### src/rtl/rr_mux_sel_arb.sv
// rtl/rr_mux_sel_arb.sv - round-robin arbiter producing a registered one-hot mux select
//
// Purpose:
//   Arbitrates N request lines round-robin and issues a registered one-hot
//   grant that directly drives a downstream N-way mux select. A grant is held
//   until the consumer acknowledges the transfer or the granted source
//   withdraws its request.
//
// Ports:
//   clk        - clock, all state on rising edge
//   rst        - synchronous active-high reset
//   i_req      - [N-1:0] per-source request
//   i_ack      - downstream accepted the selected source this cycle
//   i_last     - (RR_MUX_SEL_ARB_LOCK_EN only) ack closes the packet
//   o_gnt      - [N-1:0] registered one-hot-or-zero grant (mux select)
//   o_gnt_vld  - o_gnt is non-zero
//   o_gnt_enc  - [W-1:0] binary index of granted source, 0 when idle
//
// Configuration:
//   RR_MUX_SEL_ARB_LOCK_EN - when defined, adds i_last; a grant is released
//   only by i_ack && i_last (multi-beat packet lock).

module rr_mux_sel_arb #(
    parameter int N = 4,
    parameter int W = (N > 1) ? $clog2(N) : 1
) (
    input  logic         clk,
    input  logic         rst,
    input  logic [N-1:0] i_req,
    input  logic         i_ack,
`ifdef RR_MUX_SEL_ARB_LOCK_EN
    input  logic         i_last,
`endif
    output logic [N-1:0] o_gnt,
    output logic         o_gnt_vld,
    output logic [W-1:0] o_gnt_enc
);

    typedef enum logic {
        ST_IDLE = 1'b0,
        ST_GNT  = 1'b1
    } state_t;

    // Pointer resets to the last source so source 0 wins the first arbitration.
    localparam logic [W-1:0] PTR_RST = W'(N - 1);

    state_t         state_q, state_d;
    logic [N-1:0]   gnt_q, gnt_d;
    logic [W-1:0]   enc_q, enc_d;
    logic [W-1:0]   ptr_q, ptr_d;

    logic           release_ack;
    logic           granted_req;
    logic [N-1:0]   pick_idle;
    logic [N-1:0]   pick_next;

    // Lowest-index requester strictly after ptr, wrapping modulo N.
    function automatic logic [N-1:0] rr_pick(input logic [N-1:0] req,
                                             input logic [W-1:0] ptr);
        logic [N-1:0] g;
        logic         found;
        int           idx;
        g     = '0;
        found = 1'b0;
        for (int off = 1; off <= N; off++) begin
            idx = (int'(ptr) + off) % N;
            if (!found && req[idx]) begin
                g[idx] = 1'b1;
                found  = 1'b1;
            end
        end
        return g;
    endfunction

    function automatic logic [W-1:0] onehot_enc(input logic [N-1:0] g);
        logic [W-1:0] e;
        e = '0;
        for (int i = 0; i < N; i++) begin
            if (g[i]) begin
                e = e | W'(i);
            end
        end
        return e;
    endfunction

`ifdef RR_MUX_SEL_ARB_LOCK_EN
    assign release_ack = i_ack & i_last;
`else
    assign release_ack = i_ack;
`endif

    assign granted_req = |(i_req & gnt_q);

    assign pick_idle = rr_pick(i_req, ptr_q);
    // Re-arbitration on ack: served source masked for this cycle only, and
    // the search starts after the served index (the new pointer).
    assign pick_next = rr_pick(i_req & ~gnt_q, enc_q);

    always_comb begin
        state_d = state_q;
        gnt_d   = gnt_q;
        enc_d   = enc_q;
        ptr_d   = ptr_q;
        case (state_q)
            ST_IDLE: begin
                // i_ack is ignored here; nothing is outstanding.
                if (|i_req) begin
                    state_d = ST_GNT;
                    gnt_d   = pick_idle;
                    enc_d   = onehot_enc(pick_idle);
                end else begin
                    gnt_d = '0;
                    enc_d = '0;
                end
            end
            ST_GNT: begin
                if (release_ack) begin
                    ptr_d = enc_q;
                    if (|pick_next) begin
                        gnt_d = pick_next;
                        enc_d = onehot_enc(pick_next);
                    end else begin
                        state_d = ST_IDLE;
                        gnt_d   = '0;
                        enc_d   = '0;
                    end
                end else if (!granted_req) begin
                    // Withdrawal: drop the grant, pointer untouched.
                    state_d = ST_IDLE;
                    gnt_d   = '0;
                    enc_d   = '0;
                end
                // Otherwise hold grant and pointer (incl. locked mid-packet acks).
            end
            default: begin
                state_d = ST_IDLE;
                gnt_d   = '0;
                enc_d   = '0;
            end
        endcase
    end

    always_ff @(posedge clk) begin
        if (rst) begin
            state_q <= ST_IDLE;
            gnt_q   <= '0;
            enc_q   <= '0;
            ptr_q   <= PTR_RST;
        end else begin
            state_q <= state_d;
            gnt_q   <= gnt_d;
            enc_q   <= enc_d;
            ptr_q   <= ptr_d;
        end
    end

    assign o_gnt     = gnt_q;
    assign o_gnt_vld = |gnt_q;

    generate
        if (N == 1) begin : g_enc_single
            assign o_gnt_enc = '0;
        end else begin : g_enc_multi
            assign o_gnt_enc = enc_q;
        end
    endgenerate

endmodule

### config.mk
export PLATFORM = sky130hd
export DESIGN_NAME = rr_mux_sel_arb
export DESIGN_NICKNAME = d
export VERILOG_FILES = /design/src/rtl/rr_mux_sel_arb.sv
export SDC_FILE = /design/constraint.sdc
export NUM_CORES = 1
export LEC_CHECK = 0
export ABC_AREA = 1
export CAP_MARGIN = 10
export CORE_MARGIN = 2
export CORE_UTILIZATION = 56
export DETAILED_ROUTE_END_ITERATION = 12
export HOLD_SLACK_MARGIN = 0.06
export PLACE_DENSITY = 0.8
export SYNTH_ARGS = -nofsm -noshare
export SYNTH_HDL_FRONTEND = slang
export SYNTH_SLANG_ARGS = --single-unit
### constraint.sdc
create_clock -name clk -period 2.1 [get_ports clk]
set_input_delay 0.63 -clock clk [delete_from_list [all_inputs] [get_ports clk]]
set_output_delay 0.63 -clock clk [all_outputs]
set_load 0.005 [all_outputs]
Word level (Yosys, flattened, before mapping). Index checks and enable logic that the tools add are counted. W data, S select, Z words.

Flip-flop bits (word level): 9. Input bits: 7. Output and inout port bits: 7.

Add/sub/neg operators: 8. Multiplexer cells: 75. $lt $le $gt $ge: 16. Reductions and logical operators: 33. Bitwise operators: 18. Eq/ne operators: 1.

Operators with widths (count): $mux W4 (12); $mux W1 (36); $lt A3 B4 Y1 const B (8); $ge A3 B1 Y1 const B (8); $or A4 B4 Y4 (6); $bmux W1 S2 (8); $demux W1 S2 (8); $mux W2 (8); $reduce_or A2 Y1 (8); $reduce_or A4 Y1 (4); $logic_and A1 B1 Y1 (14); $add A2 B1 Y2 const B (4); $add A2 B2 Y2 const B (4); $and A1 B1 Y1 const A (8); $and A4 B4 Y4 (2); $pmux W4 S2 (1); $logic_not A1 Y1 (6); $not A4 Y4 (1); $pmux W2 S2 (1); $ne A3 B3 Y1 const B (1); $pmux W1 S2 (1); $reduce_and A2 Y1 (1); $not A1 Y1 (1).

Logic depth before layout (Yosys ltp). Gate-level depths: netlist (run 1).

Word-level depth: 22. Depth in mapped cells: 14. Gate-level depth less buffers: 14.

Worst setup path after synthesis (run 1). Ideal clock, no wire load.

Kind: reg-to-reg. Start: register enc_q[0], in the netlist o_gnt_enc[0]. End: register enc_q[0], in the netlist o_gnt_enc[0]. Library setup time: 0.066 ns. Arrival time: 1.826 ns. Slack: 0.208 ns. Path buffers: 0. Clock period less this slack: 1.892 ns. Data required time: 2.034 ns. Stages on the path, launching flop included: 14. Cells stage by stage: dfxtp_1 > inv_2 > ha_1 > inv_1 > nand3_1 > nand2_2 > nand2_2 > nor2_4 > nand2_1 > nand3_1 > nand2_1 > nand2_2 > inv_2 > a21oi_2.

Cells in the longest elaborated chain, start to end: 20.

Ends and longest elaborated chain: start, declared (line 49) `logic [W-1:0] enc_q, enc_d;`; start signal, assigned (line 152) `enc_q <= enc_d;`; $add A2 B1 Y2 (line 66) `idx = (int'(ptr) + off) % N;`; $reduce_or A2 Y1 (no line) / $bmux W1 S2 (equally long branches); $and A1 B1 Y1 (no line) / $mux W1 (equally long branches); $lt A3 B4 Y1 (implied by the code) (tied with other cells) (line 68) `g[idx] = 1'b1;`; $logic_and A1 B1 Y1 (implied by the code) / $mux W1 (equally long branches) (line 68, 67); $mux W1 (implied by the code) / $logic_not A1 Y1 (equally long branches) (line 68, 67); $demux W1 S2 / $logic_and A1 B1 Y1 (equally long branches) (line 68, 67); $mux W4 / $mux W1 (equally long branches) (line 67) `if (!found && req[idx]) begin`; [... 3 more ...]; $mux W4 / $logic_not A1 Y1 (equally long branches) (line 67); $or A4 B4 Y4 (no line) / $logic_and A1 B1 Y1 (equally long branches); $mux W4 * (line 67); $mux W1 (line 79) `if (g[i]) begin`; $mux W2 (2 in a row) (line 79); $mux W2 * (line 119) `if (|pick_next) begin`; $mux W2 * (line 117) `if (release_ack) begin`; $pmux W2 S2 * (line 104) `case (state_q)`.

Every way passes the cells marked *; elsewhere a longest branch is shown, timed or not. The select of a mux whose other input is x is not followed. A chain may end at the register's enable or synchronous reset.

Worst setup path in the final report (run 1).
Start: register gnt_q[2], in the netlist o_gnt[2]. End: output o_gnt_vld.

Cells in the longest elaborated chain, start to end: 1.

Ends and longest elaborated chain: start, declared (line 48) `logic [N-1:0] gnt_q, gnt_d;`; start signal, assigned (line 151) `gnt_q <= gnt_d;`; $reduce_or A4 Y1 (line 158) `assign o_gnt_vld = |gnt_q;`; end, declared (line 35) `output logic o_gnt_vld,`.

No other way between the ends.

==> metrics.txt, run 1 <==
number of global-route vias before repair=1255; GRT Util Overall=0.269; total CTS buffers=3; Max Slew Vio Count=0; Clock Skew=0.00223 ns; Rel. slew slack=0.807; CP endpoint kind=primary output; CTS tree=done; Clock Sinks=9; initial antenna violation count=0; Vias=approximately 1400; Worst EP arrival=roughly 1.4 ns; GRT busiest layer=met2; WP data required=between 1 and 1.5 ns; Cell Area, Synth=1200 um2; placed cell count=252; EDFF count, synth=0; synth cell count leaders=nand2_1 (71), nand3_1 (34), inv_1 (18), ha_1 (14), dfxtp_1 (9); first-pass GRT wire length=5.26 mm; period utilization=0.963; fmax=494 MHz; Worst Tran Pin Value=0.289 ns; drt drc=0; Ant. Diodes=0; Synth Register Bits=9; status=complete, no violations; syn_nets=220; # hold bufs at CTS=0; Seq/Total Area, Yosys=0.150; met1 usage=0.331; H-tree depth=1; routed vias/inst=5.32; P per Cell Area=1350 nW/um2; Post-DRT Antenna Nets=0; dpl cell area=about 1500 um2; M3 GR Usage=0.0417; worst-case clock buffer depth=2; Skew-Pair Late Insertion Delay=0.27 ns; Final HPWL DP=2.55 mm; I/O Buffers=13; DR WL/cell=between 10 and 15 um; Synth top area share=0.222; area of the core=1980 um2; CP Launch Type=register; Post-synth top flop=dfxtp_1; biggest area consumer among synthesized cells=nand2_1; Initial Util=0.605; largest net degree at the start of global routing=10; VDD IR max=829 uV; Vert. Die Dim=50.3 um; Cell variety after synth=21; root buffer cell=clkbuf_4; final setup vio count=0; Hold WC Path Type=register to register; most common cell in the synthesized netlist=nand2_1; met2 GRT Util=0.469; Iter 0 DRT Violations=53; share of layout cells above drive strength 1=0.197; Hold Vio Cnt, Final=0; area grow syn2layout=24.2%; leakage=0.819 nW; DRT Pass-1 Iters=4; row cnt=16; largest cells by area after synthesis=nand2_1 (22%), dfxtp_1 (15%), ha_1 (15%), nand3_1 (14%), inv_1 (5.6%); Die W=50.3 um; die area=between 2000 and 3000 um2; Yosys Warn Count=0; min Tclk post-route=2.02 ns; Post-Syn Instances=~200; type of the worst setup path=register to primary output; ys async rst share=0; final instance area=about 1500 um2; final wirelength=3.16 mm; Max-Cap Viols=0; final core occ=0.752; RSZ-0062 raised after global routing=no; Mean Syn Cell Area=about 6.0 um2; Layout Nets=approximately 250; number of top-level pins=14; Worst-path clk slew=0.07 ns; GR Overflow Total=0; Critical Path Fanout Max=4; gp weighted congestion=0.951; non-filler cells, final=256
per-layer routing:
metal  vias to the layer above  wire [um]
met5                         -          0
met4                         0         84
li1                        707          -
met1                       599       1410
met3                         9        158
met2                        46       1510
state kept, by name, summed over array words and instances, names as in the netlist:
name,cells
ptr_q,2
o_gnt,4
o_gnt_enc,2
state_q,1
cells by family (layout without fill, tap and decap cells):
| kind of cell | after synthesis | count (layout) | share of synthesized area |
|---|---|---|---|
| DFF | 9 | 9 | 0.150 |
| and+or+nand+nor | 138 | 138 | 0.562 |
| AOI/OAI and AO/OA | 13 | 13 | 0.0636 |
| adders and majority gates | 14 | 14 | 0.146 |
| buffers and inverters | 25 | 55 | 0.0782 |
area by class of cell:
| class | count | area [um2] |
|---|---|---|
| inverter | 25 | 93.8 |
| timing repair buffer | 26 | 230 |
| tap | 27 | 33.8 |
| multi-input combinational | 165 | 926 |
| clock buffer | 4 | 26.3 |
| sequential | 9 | 180 |
| fill | 154 | 492 |
layout by cell type, fill, tap and decap left out, types with 6 or more instances in the layout:
cell	synthesis	layout
inv_2	7	8
ha_1	14	14
inv_1	18	17
clkdlybuf4s50_1	0	9
dfxtp_1	9	9
buf_4	0	13
nand3_1	34	34
nand3_2	6	6
nand2_1	71	71
nor2_1	8	8
nand2_2	6	6
path summary, 6_finish.rpt:
| check | startpoint | endpoint | slack [ns] | depth (start not counted) |
|---|---|---|---|---|
| hold / removal | o_gnt[0] | o_gnt[0] | 0.58 | 2 |
| setup / recovery | o_gnt[2] | o_gnt_vld | 0.08 | 3 |
| hold reg to reg | o_gnt[0] | o_gnt[0] | 0.58 | 2 |
| setup reg to reg | o_gnt_enc[1] | o_gnt_enc[0] | 0.17 | 13 |
through the flow:
stage	setup WS, ns	TNS (ns)	total power, mW	hold WS (ns)
5_1_grt	0.0203	0	2.17	0.606
6_report	0.0770	0	2.01	0.575
2_1_floorplan	0.208	0	1.36	0.495
3_3_place_gp	-0.240	-1.34	1.80	0.583
4_1_cts	0.0158	0	1.98	0.580
3_5_place_dp	-0.300	-1.69	1.84	0.556
report_power, final:
group | switching (mW) | total [mW] | internal [mW]
Clock | 0.0683 | 0.142 | 0.0736
Sequential | 0.0497 | 0.280 | 0.231
Combinational | 0.983 | 1.58 | 0.601
timing repair:
item                       4_1_cts  5_1_grt
setup endpoints to repair        4        7
gates resized for setup          2        3
buffers inserted                 0        0
worst max-delay path, cell delays in order, from the launching register on:
cell and delay [ns]:
dfxtp_1 0.43, inv_1 0.10, nand4_1 0.09, clkdlybuf4s50_1 0.50
No activity file was read; power rests on OpenSTA's default activity.
==> inputs of run 2 (changes only) <==
--- a/config.mk
+++ b/config.mk
@@ -6,12 +6,12 @@
 export NUM_CORES = 1
 export LEC_CHECK = 0
 export ABC_AREA = 1
-export CAP_MARGIN = 10
+export CAP_MARGIN = 20
 export CORE_MARGIN = 2
 export CORE_UTILIZATION = 56
 export DETAILED_ROUTE_END_ITERATION = 12
 export HOLD_SLACK_MARGIN = 0.06
-export PLACE_DENSITY = 0.8
+export PLACE_DENSITY = 0.81
 export SYNTH_ARGS = -nofsm -noshare
 export SYNTH_HDL_FRONTEND = slang
 export SYNTH_SLANG_ARGS = --single-unit
==> metrics.txt, run 2 (same netlist as run 1, synthesis figures left out) <==
area grow syn2layout=23.5%; pre-CTS WS=-0.324 ns; Switching Fraction=0.547; slowest cell delay on critical path=0.50 ns; final instance area=1480 um2; max reg flops=4; worst-case clock buffer depth=2; Max-Cap Viols=0; Combinational Power Share=0.797; Top Family by Delay on Critical Path=buffers and inverters; crit-path cells=inv_1 -> nand4_1 -> clkdlybuf4s50_1; Flop pwr share=0.137; GR Overflow Total=0; Hold WC Path Type=register to register; Die W=just over 50 um; H-tree depth=1; root buffer cell=clkbuf_4; Clock Skew=0.00896 ns; dpl cell area=around 1400 um2; CTS tree=done; # hold bufs at CTS=0; Reg area=181 um2; commonest non-fill, non-tap cell in the layout=nand2_1; row cnt=16; Worst EP arrival=between 1 and 1.5 ns; Post-DRT Antenna Nets=0; RSZ-0062 raised after global routing=no; Vert. Die Dim=just over 50 um; CP Launch Type=register; Ant. Diodes=0; Hold Vio Cnt, Final=0; Buf+Inv Stages, Crit Path=2; leakage=around 0.8 nW; I/O Buffers=13; # Post-CTS Setup Buffers=0; min Tclk post-route=around 2.0 ns; VDD IR max=slightly above 800 uV; largest net degree at the start of global routing=10; Max Slew Vio Count=0; P_int=0.934 mW; final core occ=0.747; Worst Tran Pin Value=0.277 ns; DRT Pass-1 Iters=5; DR WL/cell=13.2 um; initial antenna violation count=0; Critical Path Fanout Max=4; final wirelength=3.36 mm; number of top-level pins=14; most frequent cells in the layout=nand2_1 (71), nand3_1 (34), inv_1 (18), ha_1 (13), buf_4 (11); number of global-route vias before repair=1328; Rel. slew slack=0.815; routed vias/inst=5.58; final setup vio count=0; CP endpoint kind=primary output; Iter 0 DRT Violations=52; share of layout cells above drive strength 1=0.194; Worst-path clk slew=0.06 ns; first-pass GRT wire length=roughly 5.8 mm; period utilization=0.961; Clk network pwr share=0.066; Skew-Pair Late Insertion Delay=between 0.2 and 0.3 ns; total CTS buffers=3; Clock Sinks=9; WP data required=around 1.5 ns; CP max stage cell=clkdlybuf4s50_1; drt drc=0; Pwr Total=2.06 mW; post-route worst setup slack=0.0816 ns; fillcell total=161; status=complete, no violations; area of the core=1980 um2; fmax=approximately 500 MHz; gp weighted congestion=roughly 0.9; die area=2530 um2; Multi-input gate area=about 940 um2; GRT Util Overall=0.293; Vias=1418; Final HPWL DP=2.66 mm; P per Cell Area=~1400 nW/um2; Initial Util=0.605; Layout Nets=249; P_sw=about 1.1 mW; type of the worst setup path=register to primary output
## run 2: cell count changes in the layout (fill, tap and decap cells not counted)
cell | before | now
dlygate4sd2_1 | 2 | 4
dlymetal6s2s_1 | 2 | 0
ha_4 | 0 | 1
inv_2 | 8 | 7
inv_1 | 17 | 18
buf_4 | 13 | 11
dfxtp_2 | 0 | 1
dfxtp_1 | 9 | 8
ha_1 | 14 | 13
## run 2: per-stage QoR
stage                     cells  hold slack [ns]  setup TNS, ns
final                       254            0.550              0
after global routing        254            0.584              0
after CTS                   254            0.569              0
after detailed placement    250            0.548          -1.73
after global placement      250            0.553          -1.26
after floorplan             199            0.495              0
## run 2: power by group through the flow
| stage | combinational (mW) | sequential [mW] | clock, mW |
|---|---|---|---|
| after floorplan | 1.05 | 0.317 | 0 |
| after detailed placement | 1.57 | 0.283 | 0 |
| final | 1.64 | 0.282 | 0.137 |
| after global routing | 1.82 | 0.290 | 0.150 |
| after CTS | 1.57 | 0.280 | 0.139 |
| after global placement | 1.51 | 0.281 | 0 |
## run 2: tightest hold or removal path: cells and delay by family (launching register included)
kind,cells,cell delay (ns)
DFF,1,0.34
and+or+nand+nor,1,0.07
AOI/OAI and AO/OA,1,0.08
## run 2: final cells by class
type                    instances  share of cell area
clock buffers                   4              0.0177
repair buffers                 24               0.140
inverters                      25              0.0633
well taps                      27              0.0228
flip-flops and latches          9               0.122
multi-input cells             165               0.633
## run 2: path summary, 6_finish.rpt
path	start	to	slack [ns]	depth (start not counted)
min reg2reg	o_gnt[2]	o_gnt[2]	0.55	2
max reg2reg	ptr_q[0]	o_gnt_enc[0]	0.17	13
min	o_gnt[2]	o_gnt[2]	0.55	2
max	o_gnt[0]	o_gnt_vld	0.08	3
## run 2: what timing repair did
item | CTS | global route
gates cloned | 0 | 0
endpoints found under the setup margin | 4 | 5
pin swaps | 0 | 1
hold endpoints to repair | 0 | 0
resized for setup | 4 | 2
## run 2: layer usage
metal	wire, um	vias up	track usage
li1	-	707	-
met1	1380	646	0.349
met2	1780	63	0.544
met3	200	2	0.0536
met4	5	0	0.0586
met5	0	-	0
